[config.mk]
export PLATFORM = sky130hd
export DESIGN_NAME = zom_spawner_flat
export DESIGN_NICKNAME = d
export VERILOG_FILES = /design/src/rtl/zom_spawner_if.sv /design/src/rtl/zom_spawner.sv /design/src/flat_wrapper.sv
export SDC_FILE = /design/constraint.sdc
export NUM_CORES = 1
export LEC_CHECK = 0
export ABC_AREA = 1
export CAP_MARGIN = 15
export CORE_ASPECT_RATIO = 0.9
export CORE_UTILIZATION = 65
export CTS_CLUSTER_DIAMETER = 40
export DETAILED_ROUTE_END_ITERATION = 8
export DONT_BUFFER_PORTS = 1
export PLACE_DENSITY = 0.77
export RECOVER_POWER = 25
export SETUP_SLACK_MARGIN = 0.4
export SLEW_MARGIN = 20
export SYNTH_ARGS = -nofsm -noshare
export SYNTH_HDL_FRONTEND = slang
export SYNTH_SLANG_ARGS = --single-unit
export TNS_END_PERCENT = 5
[constraint.sdc]
create_clock -name frame_clk -period 4.4 [get_ports frame_clk]
set_clock_uncertainty 0.05 [all_clocks]
set_input_delay 0.44 -clock frame_clk [delete_from_list [all_inputs] [get_ports frame_clk]]
set_output_delay 0.44 -clock frame_clk [all_outputs]
set_load 0.05 [all_outputs]
[src/rtl/zom_spawner_if.sv]
// rtl/zom_spawner_if.sv - slot bus between the wave spawner and the per-slot zombie motion stages
interface zom_spawner_if #(
    parameter int NUM_ZOM = 4
) ();
    logic [NUM_ZOM-1:0]    ZomLive;
    logic [10*NUM_ZOM-1:0] startX;
    logic [10*NUM_ZOM-1:0] startY;
    logic [NUM_ZOM-1:0]    zom_kill;
    logic [NUM_ZOM-1:0]    zom_end;

    modport master (
        output ZomLive,
        output startX,
        output startY,
        input  zom_kill,
        input  zom_end
    );

    modport slave (
        input  ZomLive,
        input  startX,
        input  startY,
        output zom_kill,
        output zom_end
    );
endinterface

[src/rtl/zom_spawner.sv]
// rtl/zom_spawner.sv - wave controller: timed spawns into free slots, LFSR lane pick, clear/game-over tracking
module zom_spawner #(
    parameter int          NUM_ZOM        = 4,
    parameter int          NUM_LANES      = 5,
    parameter logic [9:0]  SPAWN_X        = 10'd639,
    parameter logic [9:0]  LANE_Y0        = 10'd80,
    parameter logic [9:0]  LANE_PITCH     = 10'd80,
    parameter int          FIRST_DELAY    = 180,
    parameter int          SPAWN_INTERVAL = 120,
    parameter int          WAVE_SIZE      = 10,
    parameter logic [7:0]  LFSR_SEED      = 8'hA5
) (
    input  logic               frame_clk,
    input  logic               Reset_n,
    input  logic               game_start,
    input  logic               pause,
    zom_spawner_if.master      zif,
    output logic [7:0]         spawned_count,
    output logic               wave_done,
    output logic               game_over
);
    localparam logic [2:0] IDLE  = 3'd0;
    localparam logic [2:0] DELAY = 3'd1;
    localparam logic [2:0] RUN   = 3'd2;
    localparam logic [2:0] DRAIN = 3'd3;
    localparam logic [2:0] DONE  = 3'd4;
    localparam logic [2:0] OVER  = 3'd5;

    localparam logic [7:0] WAVE_W  = 8'(WAVE_SIZE);
    localparam logic [3:0] LANES_W = 4'(NUM_LANES);

    logic [2:0]              state;
    logic [15:0]             cnt;
    logic [7:0]              lfsr;
    logic [7:0]              lfsr_next;
    logic [NUM_ZOM-1:0][1:0] cooldown;
    logic [NUM_ZOM-1:0]      cd_busy;
    logic [NUM_ZOM-1:0]      free_mask;
    logic [NUM_ZOM-1:0]      spawn_onehot;
    logic [NUM_ZOM-1:0]      kill_mask;
    logic [2:0]              lane_r;
    logic [2:0]              lane;
    logic [9:0]              spawn_y;
    logic                    attempt;
    logic                    spawn_go;
    logic                    end_hit;

    assign lfsr_next = {lfsr[6:0], lfsr[7] ^ lfsr[5] ^ lfsr[4] ^ lfsr[3]};

    // Lane codes past the last lane fold back onto the upper lanes.
    assign lane_r  = lfsr[2:0];
    assign lane    = ({1'b0, lane_r} < LANES_W) ? lane_r : lane_r - 3'(8 - NUM_LANES);
    assign spawn_y = LANE_Y0 + 10'(lane) * LANE_PITCH;

    always_comb begin
        cd_busy = '0;
        for (int i = 0; i < NUM_ZOM; i++) begin
            cd_busy[i] = (cooldown[i] != 2'd0);
        end
    end

    // Current-frame live bits gate eligibility, so a slot killed this frame cannot respawn yet.
    assign free_mask    = ~zif.ZomLive & ~cd_busy;
    assign spawn_onehot = free_mask & (~free_mask + NUM_ZOM'(1));
    assign kill_mask    = zif.zom_kill & zif.ZomLive;
    assign attempt      = (state == RUN) && !pause && (cnt == 16'd0);
    assign spawn_go     = attempt && (spawn_onehot != '0) && (spawned_count < WAVE_W);
    assign end_hit      = (state != IDLE) && (zif.zom_end != '0);

    assign wave_done = (state == DONE);
    assign game_over = (state == OVER);

    always_ff @(posedge frame_clk or negedge Reset_n) begin
        if (!Reset_n) begin
            state         <= IDLE;
            cnt           <= 16'd0;
            lfsr          <= LFSR_SEED;
            cooldown      <= '0;
            spawned_count <= 8'd0;
            zif.ZomLive   <= '0;
            zif.startX    <= '0;
            zif.startY    <= '0;
        end else if (end_hit || state == OVER) begin
            state       <= OVER;
            zif.ZomLive <= '0;
        end else begin
            for (int i = 0; i < NUM_ZOM; i++) begin
                if (kill_mask[i]) begin
                    zif.ZomLive[i] <= 1'b0;
                    cooldown[i]    <= 2'd2;
                end else if (!pause && cd_busy[i]) begin
                    cooldown[i] <= cooldown[i] - 2'd1;
                end
                if (spawn_go && spawn_onehot[i]) begin
                    zif.ZomLive[i]         <= 1'b1;
                    zif.startX[10*i +: 10] <= SPAWN_X;
                    zif.startY[10*i +: 10] <= spawn_y;
                end
            end
            if (spawn_go) begin
                spawned_count <= spawned_count + 8'd1;
            end

            case (state)
                IDLE: begin
                    if (game_start) begin
                        state <= DELAY;
                        cnt   <= 16'(FIRST_DELAY - 1);
                    end
                end
                DELAY: begin
                    if (!pause) begin
                        lfsr <= lfsr_next;
                        if (cnt == 16'd0) begin
                            state <= RUN;
                        end else begin
                            cnt <= cnt - 16'd1;
                        end
                    end
                end
                RUN: begin
                    if (spawned_count >= WAVE_W) begin
                        state <= DRAIN;
                    end else if (!pause) begin
                        lfsr <= lfsr_next;
                        if (cnt == 16'd0) begin
                            cnt <= 16'(SPAWN_INTERVAL - 1);
                            if (spawn_go && (spawned_count + 8'd1 == WAVE_W)) begin
                                state <= DRAIN;
                            end
                        end else begin
                            cnt <= cnt - 16'd1;
                        end
                    end
                end
                DRAIN: begin
                    if (zif.ZomLive == '0) begin
                        state <= DONE;
                    end
                end
                default: begin
                    state <= state;
                end
            endcase
        end
    end
endmodule

[src/flat_wrapper.sv]
// flat-port wrapper written by rule: the top's interface ports become plain ports
module zom_spawner_flat 
#(
    parameter int          NUM_ZOM        = 4,
    parameter int          NUM_LANES      = 5,
    parameter logic [9:0]  SPAWN_X        = 10'd639,
    parameter logic [9:0]  LANE_Y0        = 10'd80,
    parameter logic [9:0]  LANE_PITCH     = 10'd80,
    parameter int          FIRST_DELAY    = 180,
    parameter int          SPAWN_INTERVAL = 120,
    parameter int          WAVE_SIZE      = 10,
    parameter logic [7:0]  LFSR_SEED      = 8'hA5
)
  (frame_clk, Reset_n, game_start, pause, spawned_count, wave_done, game_over, zif_ZomLive, zif_startX, zif_startY, zif_zom_kill, zif_zom_end);
  zom_spawner_if #(.NUM_ZOM(NUM_ZOM)) zif_i ();
  input  logic frame_clk;
  input  logic Reset_n;
  input  logic game_start;
  input  logic pause;
  output logic [7:0] spawned_count;
  output logic wave_done;
  output logic game_over;
  output wire logic [$bits(zif_i.ZomLive)-1:0] zif_ZomLive;
  output wire logic [$bits(zif_i.startX)-1:0] zif_startX;
  output wire logic [$bits(zif_i.startY)-1:0] zif_startY;
  input wire logic [$bits(zif_i.zom_kill)-1:0] zif_zom_kill;
  input wire logic [$bits(zif_i.zom_end)-1:0] zif_zom_end;
  assign zif_ZomLive = zif_i.ZomLive;
  assign zif_startX = zif_i.startX;
  assign zif_startY = zif_i.startY;
  assign zif_i.zom_kill = zif_zom_kill;
  assign zif_i.zom_end = zif_zom_end;
  zom_spawner #(.NUM_ZOM(NUM_ZOM), .NUM_LANES(NUM_LANES), .SPAWN_X(SPAWN_X), .LANE_Y0(LANE_Y0), .LANE_PITCH(LANE_PITCH), .FIRST_DELAY(FIRST_DELAY), .SPAWN_INTERVAL(SPAWN_INTERVAL), .WAVE_SIZE(WAVE_SIZE), .LFSR_SEED(LFSR_SEED)) u_core (.frame_clk(frame_clk), .Reset_n(Reset_n), .game_start(game_start), .pause(pause), .zif(zif_i), .spawned_count(spawned_count), .wave_done(wave_done), .game_over(game_over));
endmodule
==> results.md, run 1 <==
* Status: finished, violations left
* Failing checks: capacitance limit, slew limit
* Vias in the first global route at 3,390
* DRT iter0 DRCs at 265
* Top FF cell, synth: dfrtp_1
* Worst slew margin at -21.0%
* DP Area at 0.00438 mm^2
* Hold-fix buffers, CTS at 2
* Sequential power share at 49.6%
* Via density at 5.33
* #FFs+latches synth at 75
* Count of cells resized by post-cts repair at 0
* Dpl hpwl at 6530 um
* Mapped Area at 0.00463 mm^2
* Comb pwr share at 15.9%
* CP Max Fanout at 27
* Sw Ratio at 33.0%
* Clock Power Share at 34.5%
* Pwr Total at 1.50 mW
* DR vias at 3,675
* Syn-to-layout area delta at -1.03%
* Crit path capture type: register
* Cell taking the most area after synthesis: dfrtp_1
* Die W at 90.9 um
* Io pins at 106
* Synth Warn # at 0
* RSZ-0062 raised after global routing: no
* Core Rows at 28
* GP Congestion at 0.850
* Setup ws final at 1.86 ns
* Largest net degree at the start of global routing at 76
* Minimum clock period at 2.54 ns
* Final ANT Viol Nets at 0
* Cells after synthesis at 621
* CTS tree: done
* Leak pwr at 2.42 nW
* # setup viols final at 0
* Critical Path RT at 4.60 ns
* Slew Viols, Final at 76
* DRC Markers at 0
* Routed WL at 9030 um
* Die Area at 0.00746 mm^2
* Final Instance Count excl. Fillers at 689
* First-pass GRT wire length at 15,100 um
* Clock latency on the worst-skew pair at 0.36 ns
* H-tree level count at 3
* Final core occ at 68.1%
* Mapped Avg Cell Area at 7.45 um^2
* Synth unique cells at 35
* Switching power at 495 uW
* Worst-path clk slew at 0.09 ns
* CTS buffer count at 9
* Port-buffer cells at 0
* Die H at 82.1 um
* Gr ovfl total at 0
* Starting Density at 68.8%
* Register area at 0.00190 mm^2
* Placed instance count at 671
* Internal at 1.00 mW
* Share of Yosys cell area claimed by the top area cell type at 38.4%
* Worst slack, placed at 1.87 ns
* EDFF count, synth at 0
* CTS Buffer Depth at 2
* Design Area, Final at 0.00458 mm^2
* TritonCTS Sinks at 75
* Antenna diode count at 0
* TNS Setup at 0 ns
* Seq/Total Area, Yosys at 40.7%
* Area occupied by multi-input gates at 0.00211 mm^2
* Initial antenna violation count at 0
* Post-CTS Setup Inserts at 0
* Share of layout cells above drive strength 1 at 9.02%
* Core Area at 0.00673 mm^2
* PD cells at 327 mW/mm^2
* WS Path Type: reg -> reg
* Main area contributors after synthesis: dfrtp_1 38%, nand2_1 16%, buf_4 8.8%, nand3_1 5.9%, inv_1 4.8%
* 1st-pass router iterations at 6
* Asr flop ratio synth at 100%
* Hold Path Class: in -> reg
* Worst VDD drop at 0.208 mV
* WL/cell at 13.1 um
* Max-cap check violation count at 1
* GRT Resource Usage Total at 25.6%
* Fillcell total at 589
* Worst-Margin Slew at 1.82 ns
* Hold Violations, Final at 0
* # nets final at 618
* Hold_ws at 0.110 ns
* CTS root buf: clkbuf_8
* Critical Path Source Type: register
* Highest Clock Rate at 394 MHz
* CP Data Arrival Time at 2.74 ns
* Post-route clock period utilization at 57.7%
[flip-flops by register name, indices dropped and copies added, names as in the netlist]
register	count
u_core.cnt	16
u_core.cooldown	8
u_core.lfsr	8
u_core.spawned_count	8
u_core.state	3
u_core.zif.ZomLive	4
u_core.zif.startX	4
u_core.zif.startY	24
[layout by cell type, fill, tap and decap left out, drive strengths merged, types with 2 or more instances in the layout]
| master | Yosys | routed |
|---|---|---|
| nand3 | 55 | 55 |
| a21oi | 13 | 13 |
| nand4 | 7 | 7 |
| nor3 | 2 | 2 |
| clkbuf | 5 | 10 |
| xor2 | 9 | 9 |
| dfstp | 4 | 4 |
| or2 | 2 | 2 |
| o31ai | 3 | 3 |
| ha | 12 | 12 |
| inv | 63 | 67 |
| a22oi | 2 | 2 |
| nor2 | 54 | 54 |
| clkinvlp | 0 | 2 |
| conb | 1 | 24 |
| clkinv | 1 | 2 |
| dfrtp | 71 | 71 |
| nand3b | 4 | 4 |
| o21ai | 38 | 38 |
| xnor2 | 5 | 5 |
| nand2 | 207 | 207 |
[cell families (layout without fill, tap and decap cells)]
family,Yosys count,after routing,synth area share (%)
AO/OA/AOI/OAI,58,58,7.22
XOR/XNOR,14,14,2.65
adder cells (fa/ha/maj),12,12,3.24
buffers and inverters,128,83,15.5
flip-flops,75,75,40.7
other,1,24,0.0810
AND/OR/NAND/NOR,333,333,30.6
[cell type report]
type                       instances  area share (%)
multi-input combinational        441            46.1
sequential                        75            41.4
inverter                          64            5.35
clock buffer                       9            2.70
tap                               90            2.46
clock inverter                     7            1.45
timing repair buffer               3           0.492
[synth_stat cells, types with 3 or more instances]
master	count
inv_1	59
buf_6	4
dfstp_2	4
xor2_1	9
o21ai_0	18
ha_1	12
a21oi_1	12
dfrtp_1	71
nand2_1	199
nand2_2	8
o21ai_1	16
inv_2	4
o21ai_2	4
nor2_2	5
o31ai_1	3
xnor2_1	5
clkbuf_1	5
nand4_1	6
nand3b_1	4
buf_4	54
nor2_1	48
nand3_1	55
[power by group through the flow]
stage,Sequential [mW],Clock [mW],Combinational (mW)
3_5_place_dp,0.757,0,0.221
4_1_cts,0.744,0.525,0.241
3_3_place_gp,0.756,0,0.211
6_report,0.744,0.517,0.238
2_1_floorplan,0.751,0,0.205
5_1_grt,0.747,0.555,0.270
[final timing paths]
check | endpoint | cells past startpoint | start | slack [ns]
max | u_core.cnt[15] | 10 | u_core.spawned_count[0] | 1.86
min | u_core.zif.ZomLive[1] | 1 | zif_zom_kill[1] | 0.11
max reg2reg | u_core.cnt[15] | 10 | u_core.spawned_count[0] | 1.86
min reg2reg | u_core.lfsr[6] | 2 | u_core.lfsr[6] | 0.43
max in group asynchronous | u_core.zif.startX[30] | 2 | Reset_n | 1.95
min in group asynchronous | u_core.zif.startY[16] | 2 | Reset_n | 1.07
[worst max-delay path: stages (launching register included)]
cell     delay, ns
dfrtp_1       0.73
inv_1         0.18
ha_1          0.24
nand3_1       0.10
nand3_1       0.14
nand2_1       0.12
nand2_1       0.09
nor2_4        0.47
inv_2         0.15
nand2_1       0.10
nand2_1       0.06
[metal layers]
metal | vias up | track usage, % | wire length, um
li1 | 1825 | - | -
met1 | 1688 | 32.8 | 4060
met2 | 149 | 43.7 | 4170
met3 | 13 | 6.85 | 720
met4 | 0 | 6.83 | 81
met5 | - | 0 | 0
Power figures use the tool's default switching activity.
==> run 2: changes to the inputs <==
ABC_AREA = 0   (was 1)
CORE_UTILIZATION = 64   (was 65)
PLACE_DENSITY = 0.76   (was 0.77)
clock period = 2.55 ns   (was 4.4 ns; I/O delays follow)
==> results.md, run 2 <==
* Cells after synthesis at 420
* Critical path's slowest cell: or4_4
* Starting Density at 68.3%
* Synth Warn # at 0
* Main area contributors after synthesis: dfrtp_1 41%, buf_4 9.1%, mux2_2 8.4%, ha_1 3.5%, nor2_1 3.3%
* Most common cell after layout, fill and taps aside: dfrtp_1
* Final Instance Count excl. Fillers at 536
* Top FF cell, synth: dfrtp_1
* DRT iter0 DRCs at 164
* Crit path cell chain: or4_4 > buf_6 > nor2_4 > nand4_4 > or4_4 > a21boi_4 > mux2_4
* Worst slew margin at 25.7%
* Highest Clock Rate at 392 MHz
* Clock latency on the worst-skew pair at 0.36 ns
* Biggest regs: u_core.zif.startY: 24 flops, u_core.cnt: 16 flops
* Dpl hpwl at 6500 um
* CTS tree: done
* CTS Buffer Depth at 2
* Io pins at 106
* Worst-path clk slew at 0.09 ns
* CTS root buf: clkbuf_8
* Most frequent cell after synthesis: dfrtp_1
* WS Path Type: reg -> reg
* Worst r2r src: u_core.cnt[7]
* GRT Resource Usage Total at 27.6%
* TNS Setup at 0 ns
* Seq/Total Area, Yosys at 43.8%
* RSZ-0062 raised after global routing: yes
* Core Rows at 27
* Die Area at 0.00704 mm^2
* Max-cap check violation count at 0
* Minimum clock period at 2.55 ns
* DRC Markers at 0
* Crit path from: u_core.cnt[7]
* Post-route clock period utilization at 100%
* GP Congestion at 0.898
* EDFF count, synth at 0
* Worst-Margin Slew at 1.11 ns
* Port-buffer cells at 0
* Gr ovfl total at 0
* Max incr delay on CP at 0.57 ns
* Core Area at 0.00628 mm^2
* Setup ws final at 0.000903 ns
* Mapped Area at 0.00429 mm^2
* Critical Path Source Type: register
* Antenna diode count at 0
* H-tree level count at 3
* Largest net degree at the start of global routing at 76
* # setup viols final at 0
* Die W at 88.3 um
* First-pass GRT wire length at 14,700 um
* # nets final at 468
* Syn-to-layout area delta at 13.5%
* Via density at 5.78
* Most frequent cells in the layout: 62 x dfrtp_1, 43 x buf_4, 37 x nor2_1
* CP Data Arrival Time at 2.74 ns
* WL/cell at 17.3 um
* Max reg flops at 24
* Worst VDD drop at 0.335 mV
* Synth unique cells at 62
* Leak pwr at 2.34 nW
* Asr flop ratio synth at 100%
* Top cells by count, synth: 71 x dfrtp_1, 52 x buf_4, 38 x nor2_1
* Slew Viols, Final at 0
* CP Max Fanout at 4
* Largest Register: u_core.zif.startY
* Cell taking the most area after synthesis: dfrtp_1
* #FFs+latches synth at 75
* Worst slack, placed at -0.0838 ns
* Final ANT Viol Nets at 0
* Crit path top cell by count: or4_4
* 1st-pass router iterations at 5
* Status: finished, final reports clean
* PD cells at 462 mW/mm^2
* Share of Yosys cell area claimed by the top area cell type at 41.4%
* Mapped Avg Cell Area at 10.2 um^2
* DR vias at 3,097
* CTS buffer count at 9
* TritonCTS Sinks at 75
* Initial antenna violation count at 0
* Routed WL at 9270 um
* Hold Path Class: in -> reg
* Share of layout cells above drive strength 1 at 33.2%
* Hold Crit Start: zif_zom_kill[3]
* Die H at 79.7 um
* Critical Path RT at 2.74 ns
* Hold Violations, Final at 0
* Hold_ws at 0.0267 ns
* Vias in the first global route at 3,017
* Placed instance count at 511
* Crit path capture type: register
* Final core occ at 77.6%
run 2: cell families (layout without fill, tap and decap cells):
family / after synthesis / in the layout / share of synthesized area, %
AOI/OAI and AO/OA: 66 / 66 / 9.99
xor gates and xnor gates: 15 / 15 / 3.06
adders and majority gates: 13 / 13 / 3.73
buffers and inverters: 81 / 87 / 12.0
DFF: 75 / 75 / 43.8
muxes: 33 / 33 / 8.62
other: 1 / 24 / 0.0873
and+or+nand+nor: 136 / 136 / 18.6
run 2: path summary, 6_finish.rpt:
kind | cells after the start | slack (ns) | to
setup / recovery | 7 | 0.0009 | u_core.state[0]
hold / removal | 2 | 0.03 | u_core.zif.ZomLive[3]
setup reg to reg | 7 | 0.0009 | u_core.state[0]
hold reg to reg | 1 | 0.45 | u_core.cnt[12]
max in group asynchronous | 2 | 1.72 | u_core.lfsr[2]
min in group asynchronous | 2 | 0.39 | u_core.cnt[3]
run 2: repair_timing:
action                     in CTS  in global routing
cloned                          0                  0
hold endpoints to repair       76                  0
gates resized for setup         9                 23
pin swaps                       6                 11
setup buffers                   4                  2
hold buffers                    3                  0
setup endpoints to repair      57                 59
run 2: routing by layer:
layer / wire length, um / part of all wire (%) / global-route usage [%] / up-vias
met5: 0 / 0 / 0 / -
met4: 136 / 1.5 / 8.55 / 0
met3: 609 / 6.6 / 8.58 / 18
met2: 4780 / 52 / 45.7 / 122
met1: 3740 / 40 / 34.5 / 1519
li1: - / - / - / 1438
run 2: final cells by class:
| class | instances | area [um^2] |
|---|---|---|
| clock buffers | 9 | 124 |
| well taps | 87 | 109 |
| flip-flops and latches | 75 | 1900 |
| clock inverters | 7 | 60.1 |
| fillers | 398 | 1410 |
| repair buffers | 55 | 470 |
| multi-input cells | 287 | 2150 |
| inverters | 16 | 60.1 |
run 2: critical path, delay by kind of cell, from the launching register on:
family	cells	cell delay, ns
AO/OA/AOI/OAI	1	0.18
buffers and inverters	1	0.15
flip-flops	1	0.39
multiplexers	1	0.31
AND/OR/NAND/NOR	4	1.35
run 2: where the power goes:
group	switching [mW]	internal, mW
Sequential	0.00858	1.20
Combinational	0.138	0.0405
Clock	0.499	0.368
Total	0.645	1.61
run 2: stage by stage:
step	cell area, um^2	power [mW]
after floorplan	4420	1.38
after global placement	4450	1.37
after detailed placement	4450	1.37
after CTS	4760	2.26
after global routing	4870	2.34
final	4870	2.25
==> run 3: changes to the inputs <==
CORE_ASPECT_RATIO = 0.75   (was 0.9)
==> results.md, run 3 (same netlist as run 2, synthesis figures left out) <==
* Worst-path clk slew at 0.09 ns
* Sequential power share at 47.6%
* Initial antenna violation count at 0
* Clock latency on the worst-skew pair at 0.36 ns
* 1st-pass router iterations at 4
* WS Path Type: reg -> reg
* Worst-Margin Slew at 1.11 ns
* Crit path cell chain: ha_4 > and4_4 > nor3_2 > or4b_4 > or4_4 > a21boi_4 > mux2_4
* Worst reg2reg path depth at 7
* Max-cap check violation count at 0
* WL/cell at 17.8 um
* Sw Ratio at 24.3%
* CTS buffer count at 9
* Worst r2r src: u_core.spawned_count[0]
* Biggest regs: u_core.zif.startY: 24 flops, u_core.cnt: 16 flops
* Hold-critical path depth at 2
* DRT iter0 DRCs at 241
* Die Area at 0.00704 mm^2
* DRC Markers at 0
* Die H at 72.9 um
* FF-to-FF setup slack at -0.02 ns
* Fillcell total at 389
* Setup ws final at -0.0230 ns
* Syn-to-layout area delta at 14.1%
* Slew Viols, Final at 0
* Hold_ws at 0.0214 ns
* Final ANT Viol Nets at 0
* Via density at 5.89
* GRT Resource Usage Total at 27.5%
* Failing checks: setup timing
* TNS Setup at -0.0230 ns
* RSZ-0062 raised after global routing: yes
* Post-route clock period utilization at 101%
* # setup viols final at 1
* CTS root buf: clkbuf_8
* Max reg flops at 24
* Worst VDD drop at 0.342 mV
* # nets final at 470
* Critical Path RT at 2.74 ns
* Dpl hpwl at 6300 um
* H-tree level count at 3
* Leak pwr at 2.40 nW
* DR vias at 3,132
* Routed WL at 9470 um
* Most common cell after layout, fill and taps aside: dfrtp_1
* Core Rows at 25
* Hold Path Class: in -> reg
* Io pins at 106
* Critical Path Source Type: register
* Largest Register: u_core.zif.startY
* Vias in the first global route at 2,989
* Die W at 96.6 um
* Hold Path End: u_core.zif.ZomLive[3]
* GP Congestion at 0.889
* First-pass GRT wire length at 14,500 um
* Core Area at 0.00638 mm^2
* Max incr delay on CP at 0.54 ns
* Worst slew margin at 26.1%
* Share of layout cells above drive strength 1 at 33.0%
* Largest net degree at the start of global routing at 76
* Status: finished, violations left
* CTS tree: done
* Crit path capture type: register
* Most frequent cells in the layout: 62 x dfrtp_1, 47 x buf_4, 36 x nor2_1
* CP Max Fanout at 4
* Critical path's slowest cell: or4_4
* Antenna diode count at 0
* Starting Density at 67.3%
* TritonCTS Sinks at 75
* CTS Buffer Depth at 2
* Gr ovfl total at 0
* Highest Clock Rate at 389 MHz
* PD cells at 516 mW/mm^2
* Switching power at 615 uW
* Internal at 1.92 mW
* Comb pwr share at 7.0%
* Hold Violations, Final at 0
* Hold Crit Start: zif_zom_kill[3]
* CP Data Arrival Time at 2.76 ns
* RR Endpoint: u_core.state[0]
* Port-buffer cells at 0
* Minimum clock period at 2.57 ns
* Clock Power Share at 45.4%
==> run 3: cell type report <==
| cell class | instances | area (um^2) | area share, % |
|---|---|---|---|
| Multi-Input combinational cell | 287 | 2110 | 43.1 |
| Sequential cell | 75 | 1900 | 38.8 |
| Timing Repair Buffer | 57 | 475 | 9.70 |
| Clock buffer | 10 | 138 | 2.81 |
| Clock inverter | 6 | 111 | 2.27 |
| Tap cell | 81 | 101 | 2.07 |
| Inverter | 16 | 60.1 | 1.23 |
==> run 3: repair_timing <==
item / 4_1_cts / 5_1_grt
hold endpoints to repair: 75 / 0
gates resized for setup: 9 / 18
pin swaps: 2 / 6
hold buffers: 2 / 0
endpoints found under the setup margin: 61 / 62
buffers inserted: 4 / 1
==> run 3: power groups by stage <==
stage / clock, mW / combinational (mW) / sequential (mW)
floorplan: 0 / 0.154 / 1.23
global placement: 0 / 0.138 / 1.23
detailed placement: 0 / 0.141 / 1.23
CTS: 1.16 / 0.173 / 1.20
global route: 1.22 / 0.194 / 1.21
finish: 1.15 / 0.177 / 1.21
==> run 3: layer usage <==
metal | wire [um] | track usage [%]
met4 | 170 | 9.97
met2 | 4510 | 42.6
met3 | 644 | 7.92
met5 | 0 | 0
met1 | 4140 | 37.0
==> run 3: metrics by stage <==
step | total power [mW] | utilization [%] | instances | instance area (um^2) | worst slack, ns
2_1_floorplan | 1.38 | - | 443 | 4420 | -0.0806
3_3_place_gp | 1.37 | 70.1 | 509 | 4470 | -0.0157
3_5_place_dp | 1.37 | 70.1 | 509 | 4470 | -0.0869
4_1_cts | 2.54 | 75.7 | 531 | 4830 | 0.0258
5_1_grt | 2.62 | 76.8 | 532 | 4900 | -0.152
6_report | 2.53 | 76.8 | 532 | 4900 | -0.0230
==> run 3: worst max-delay path by stage <==
stage	startpoint	to	slack, ns	cells after the start
after floorplan	u_core.spawned_count[2]	u_core.state[0]	-0.08	7
final	u_core.spawned_count[0]	u_core.state[0]	-0.02	7
after global placement	u_core.cnt[9]	u_core.state[0]	-0.02	7
after global routing	u_core.spawned_count[0]	u_core.state[0]	-0.15	9
after detailed placement	u_core.spawned_count[1]	u_core.state[0]	-0.09	7
after CTS	u_core.cnt[8]	u_core.state[0]	0.03	7
==> run 3: critical path, delay by kind of cell (launching register included) <==
kind | cells | cell delay, ns
simple gates | 4 | 1.33
flops | 1 | 0.42
mux | 1 | 0.31
fa+ha+maj | 1 | 0.17
compound gates | 1 | 0.16
